### config.mk
export PLATFORM = sky130hd
export DESIGN_NAME = chart_sequencer
export DESIGN_NICKNAME = d
export VERILOG_FILES = /design/src/rtl/chart_sequencer.sv
export SDC_FILE = /design/constraint.sdc
export NUM_CORES = 1
export LEC_CHECK = 0
export ABC_AREA = 1
export CORE_ASPECT_RATIO = 1.25
export CORE_MARGIN = 2
export CORE_UTILIZATION = 45
export CTS_CLUSTER_DIAMETER = 60
export DETAILED_ROUTE_END_ITERATION = 6
export SLEW_MARGIN = 20
export SYNTH_ARGS = -nofsm -noshare
export SYNTH_HDL_FRONTEND = slang
export SYNTH_SLANG_ARGS = --single-unit
### constraint.sdc
create_clock -name clk -period 3.6 [get_ports clk]
set_input_delay 0.54 -clock clk [delete_from_list [all_inputs] [get_ports clk]]
set_output_delay 0.54 -clock clk [all_outputs]
set_load 0.05 [all_outputs]
### src/rtl/chart_sequencer.sv
// chart_sequencer: beat-step game sequencer that walks a chart ROM and drives the note shift datapath.
// Optional LOOP_CHART_EN: the chart repeats endlessly in PLAY and a start pulse ends the game via DRAIN.
module chart_sequencer #(
    parameter int TICK_DIV      = 2500000,
    parameter int CHART_LEN     = 64,
    parameter int ADDR_W        = 6,
    parameter int COUNTIN_STEPS = 4,
    parameter int DRAIN_STEPS   = 8
) (
    input  logic              clk,
    input  logic              rst,
    input  logic              start,
    input  logic              pause_toggle,
    input  logic [1:0]        chart_data,
    output logic [ADDR_W-1:0] chart_addr,
    output logic              shift_en,
    output logic              spawn_red,
    output logic              spawn_blue,
    output logic              playing,
    output logic              paused,
    output logic              done,
    output logic [2:0]        state
);
`ifdef LOOP_CHART_EN
    localparam bit LOOP = 1'b1;
`else
    localparam bit LOOP = 1'b0;
`endif
    localparam int PW   = $clog2(TICK_DIV);
    localparam int SMAX = COUNTIN_STEPS > DRAIN_STEPS ? COUNTIN_STEPS : DRAIN_STEPS;
    localparam int SW   = $clog2(SMAX + 1);
    typedef enum logic [2:0] {IDLE, COUNTIN, PLAY, DRAIN, DONE, PAUSE} state_t;
    state_t            state_q, state_d, resume_q, resume_d;
    logic [PW-1:0]     presc_q, presc_d;
    logic [SW-1:0]     step_q, step_d;
    logic [ADDR_W-1:0] addr_q, addr_d;
    logic              shift_q, shift_d, red_q, red_d, blue_q, blue_d, stop_q, stop_d;
    logic              run, tick, last;
    assign run  = state_q == COUNTIN || state_q == PLAY || state_q == DRAIN;
    assign tick = run && presc_q == PW'(TICK_DIV - 1);
    assign last = addr_q == ADDR_W'(CHART_LEN - 1);
    always_comb begin
        state_d  = state_q;
        resume_d = resume_q;
        presc_d  = run ? (tick ? '0 : presc_q + 1'b1) : presc_q;
        step_d   = step_q;
        addr_d   = addr_q;
        stop_d   = stop_q;
        shift_d  = 1'b0;
        red_d    = 1'b0;
        blue_d   = 1'b0;
        case (state_q)
            IDLE, DONE: if (start) begin
                state_d = COUNTIN;
                presc_d = '0;
                step_d  = '0;
                addr_d  = '0;
                stop_d  = 1'b0;
            end
            COUNTIN: if (tick) begin
                step_d  = step_q == SW'(COUNTIN_STEPS - 1) ? '0 : step_q + 1'b1;
                state_d = step_q == SW'(COUNTIN_STEPS - 1) ? PLAY : COUNTIN;
            end
            PLAY: begin
                stop_d = stop_q | (LOOP & start);
                if (tick) begin
                    shift_d = 1'b1;
                    red_d   = chart_data[1];
                    blue_d  = chart_data[0];
                    if (stop_d || (last && !LOOP)) state_d = DRAIN;
                    else addr_d = last ? '0 : addr_q + 1'b1;
                end
            end
            DRAIN: if (tick) begin
                shift_d = 1'b1;
                step_d  = step_q == SW'(DRAIN_STEPS - 1) ? '0 : step_q + 1'b1;
                state_d = step_q == SW'(DRAIN_STEPS - 1) ? DONE : DRAIN;
            end
            PAUSE: if (pause_toggle) state_d = resume_q;
            default: state_d = IDLE;
        endcase
        // the step of this cycle is taken first; pausing saves where it led
        if (run && pause_toggle && state_d != DONE) begin
            resume_d = state_d;
            state_d  = PAUSE;
        end
    end
    always_ff @(posedge clk or posedge rst) begin
        if (rst) begin
            state_q  <= IDLE;
            resume_q <= IDLE;
            presc_q  <= '0;
            step_q   <= '0;
            addr_q   <= '0;
            stop_q   <= 1'b0;
            shift_q  <= 1'b0;
            red_q    <= 1'b0;
            blue_q   <= 1'b0;
        end else begin
            state_q  <= state_d;
            resume_q <= resume_d;
            presc_q  <= presc_d;
            step_q   <= step_d;
            addr_q   <= addr_d;
            stop_q   <= stop_d;
            shift_q  <= shift_d;
            red_q    <= red_d;
            blue_q   <= blue_d;
        end
    end
    assign chart_addr = addr_q;
    assign shift_en   = shift_q;
    assign spawn_red  = red_q;
    assign spawn_blue = blue_q;
    assign playing    = state_q == PLAY || state_q == DRAIN;
    assign paused     = state_q == PAUSE;
    assign done       = state_q == DONE;
    assign state      = state_q;
endmodule

==> reports/summary.txt <==
Async S/R FF share, synth = 100%
Pin count of the biggest net entering global routing = 21
Outcome = completed
Post-CTS setup buffer count = 0
Period minus WS final = 2440 ps
Placeable core area = 0.00515 mm^2
Mapped Avg Cell Area = 8.00 um^2
Total Nets Final = 340
Drt first pass iters = 4
Sequential cell area fraction in the yosys report = 42.2%
Vias in the first global route = 1939
IR drop worst, VDD = 0.303 mV
Post-synthesis instance total = 304
Tcrit/Tclk final = 67.7%
Yosys top cell area share = 42.2%
Dominant cells by area after synthesis = dfrtp_1 (42%), nand2_1 (9.0%), nor2_1 (6.2%)
Placed insts = 386
Setup tns final = 0 ps
Area leader, netlist = dfrtp_1
Routability Congestion = 0.819
Clk pwr share = 23.0%
CTS tree = built
Grt ovf = 0
Net switching power = 0.539 mW
DR DRC count = 0
Row count = 29
Cell area power density = 481 mW/mm^2
Cell Count, Final, Fillers Out = 393
RSZ-0062 raised after global routing = false
Gr usage total = 18.6%
Simple-gate share of the synthesized area = 36.1%
Global-route wire length before repair = 8960 um
Tightest Hold Check Type = reg2reg
Primary FF master, synth = dfrtp_1
Vias = 2008
Slew @ Worst Pin = 742 ps
IO Port Bufs = 20
Net Sw Frac = 40.1%
Leakage Power = 1.24 nW
Worst Path Required = 3060 ps
Cts hold-fix bufs = 0
Ratio of cells with drive above 1 in the final layout = 16.6%
Root Driver = clkbuf_8
Combinational fraction of design power = 36.5%
Final max-slew violation count = 0
Max Clk Rate = 410 MHz
Crit path capture type = primary output
Reg clk slew, reported paths = 80 ps
Initial detailed-routing violation count = 70
EDFF count, synth = 0
Synth Area in XOR/XNOR = 3.24%
Post-synthesis mux area share = 0%
Final Skew = 11.4 ps
Die footprint = 0.00601 mm^2
Yosys reg bits = 41
Slew HR = 50.5%
Inserted Clock Buffers = 5
DR vias/cell = 5.11
H-tree depth = 2
Largest family of logic cells by synthesized area = simple AND/OR/NAND/NOR gates
Avg WL per Cell = 12.9 um
# setup viols final = 0
Max_cap viols = 0
Post-DP HPWL = 3960 um
Synth unique cells = 36
Setup crit start kind = flop
Maximum fanout along the worst path = 5
P&R area growth vs syn = 14.9%
Diodes inserted = 0
Tot Pwr = 1.34 mW
Clock Sinks = 41
Initial antenna violation count = 0
Wirelength, routed = 5060 um
Final Hold Fails = 0
Die width = 69.7 um
Worst EP arrival = 1900 ps
Compound-Gate Fraction of Synth Area = 9.62%
CP Class = reg2out
Flop pwr share = 40.5%
Worst skew pair latency = 290 ps
Internal = 0.806 mW
Mapped Nets = 313
Post-cts sizing count = 0
Ys Warns = 0
Adder-cell share of the synthesized area = 1.54%
Cell Area, Synth = 0.00243 mm^2
Starting Density = 47.2%
Worst-case clock buffer depth = 2
Post-route ant nets = 0
Ports = 21
Die Y = 86.2 um
==> sequential cells by signal, summed over array words and instances (netlist names) <==
register	flops
spawn_red	1
step_q	4
spawn_blue	1
resume_q	3
presc_q	22
shift_en	1
state	3
chart_addr	6
==> cell usage in the layout, fill, tap and decap left out, types with 2 or more instances in the layout <==
cell,Yosys,final
a21oi_1,14,14
buf_4,0,2
clkbuf_8,0,6
clkdlybuf4s50_1,0,20
dfrtp_1,41,41
ha_1,3,3
inv_1,32,32
inv_2,11,11
nand2_1,58,58
nand2_2,8,8
nand2_4,6,6
nand3_1,18,18
nand4_1,5,5
nor2_1,40,40
nor2_2,8,8
nor2_4,6,6
nor3_1,8,8
nor4_1,2,2
o21a_1,2,2
o21ai_0,9,9
o21ai_1,5,5
o31ai_1,2,2
or2_2,3,3
xnor2_1,4,4
xor2_1,5,5
==> synthesized netlist by cell type (2+ instances only) <==
| library cell | instances |
|---|---|
| nor2_4 | 6 |
| nand3_1 | 18 |
| dfrtp_1 | 41 |
| nand2_2 | 8 |
| inv_2 | 11 |
| ha_1 | 3 |
| a21oi_1 | 14 |
| xor2_1 | 5 |
| nor3_1 | 8 |
| nand2_1 | 58 |
| nor2_1 | 40 |
| inv_1 | 32 |
| o21ai_0 | 9 |
| nor2_2 | 8 |
| o31ai_1 | 2 |
| o21ai_1 | 5 |
| nand2_4 | 6 |
| nor4_1 | 2 |
| nand4_1 | 5 |
| o21a_1 | 2 |
| xnor2_1 | 4 |
| or2_2 | 3 |
==> through the flow <==
stage | setup slack (ps) | hold slack [ps] | util (%) | area [um^2]
floorplan | 1290 | 443 | - | 2430
global placement | 1490 | 471 | 52.5 | 2710
detailed placement | 1480 | 471 | 52.5 | 2710
CTS | 1150 | 499 | 54.2 | 2790
global route | 1030 | 533 | 54.2 | 2790
finish | 1160 | 496 | 54.2 | 2790
==> path summary, 6_finish.rpt <==
kind,start,to,slack [ps],cells after the start
hold reg to reg,resume_q[0],resume_q[0],500,2
setup reg to reg,presc_q[1],presc_q[2],1770,10
max in group asynchronous,rst,presc_q[2],2260,3
setup / recovery,state[0],done,1160,4
hold / removal,resume_q[0],resume_q[0],500,2
min in group asynchronous,rst,chart_addr[1],670,2
==> worst max-delay path, cell delays in order, from the launching register on <==
cell,delay [ps]
dfrtp_1,410
inv_2,150
nand2_4,80
nor2_1,130
clkdlybuf4s50_1,820
==> area by class of cell <==
type	count	area (um^2)
Fill cell	527	2360
Tap cell	62	77.6
Sequential cell	41	1030
Clock buffer	7	86.3
Timing Repair Buffer	22	215
Inverter	43	161
Multi-Input combinational cell	218	1230
==> power by group through the flow <==
| stage | combinational (mW) | clock, mW | sequential, mW |
|---|---|---|---|
| after floorplan | 0.348 | 0 | 0.584 |
| after global placement | 0.490 | 0 | 0.555 |
| after detailed placement | 0.495 | 0 | 0.555 |
| after CTS | 0.497 | 0.319 | 0.546 |
| after global routing | 0.544 | 0.336 | 0.554 |
| final | 0.491 | 0.309 | 0.545 |
==> per-layer routing <==
metal	GRT usage, %	share of wire, %
met5	0	0
met4	5.77	1.4
met3	3.60	3.0
met2	33.0	52
met1	23.1	44
==> cells by family (layout without fill, tap and decap cells) <==
kind of cell | Yosys count | after routing
xor+xnor | 9 | 9
compound gates | 38 | 38
fa+ha+maj | 3 | 3
simple gates | 168 | 168
buf+inv | 45 | 72
flops | 41 | 41
Power figures use the tool's default switching activity.
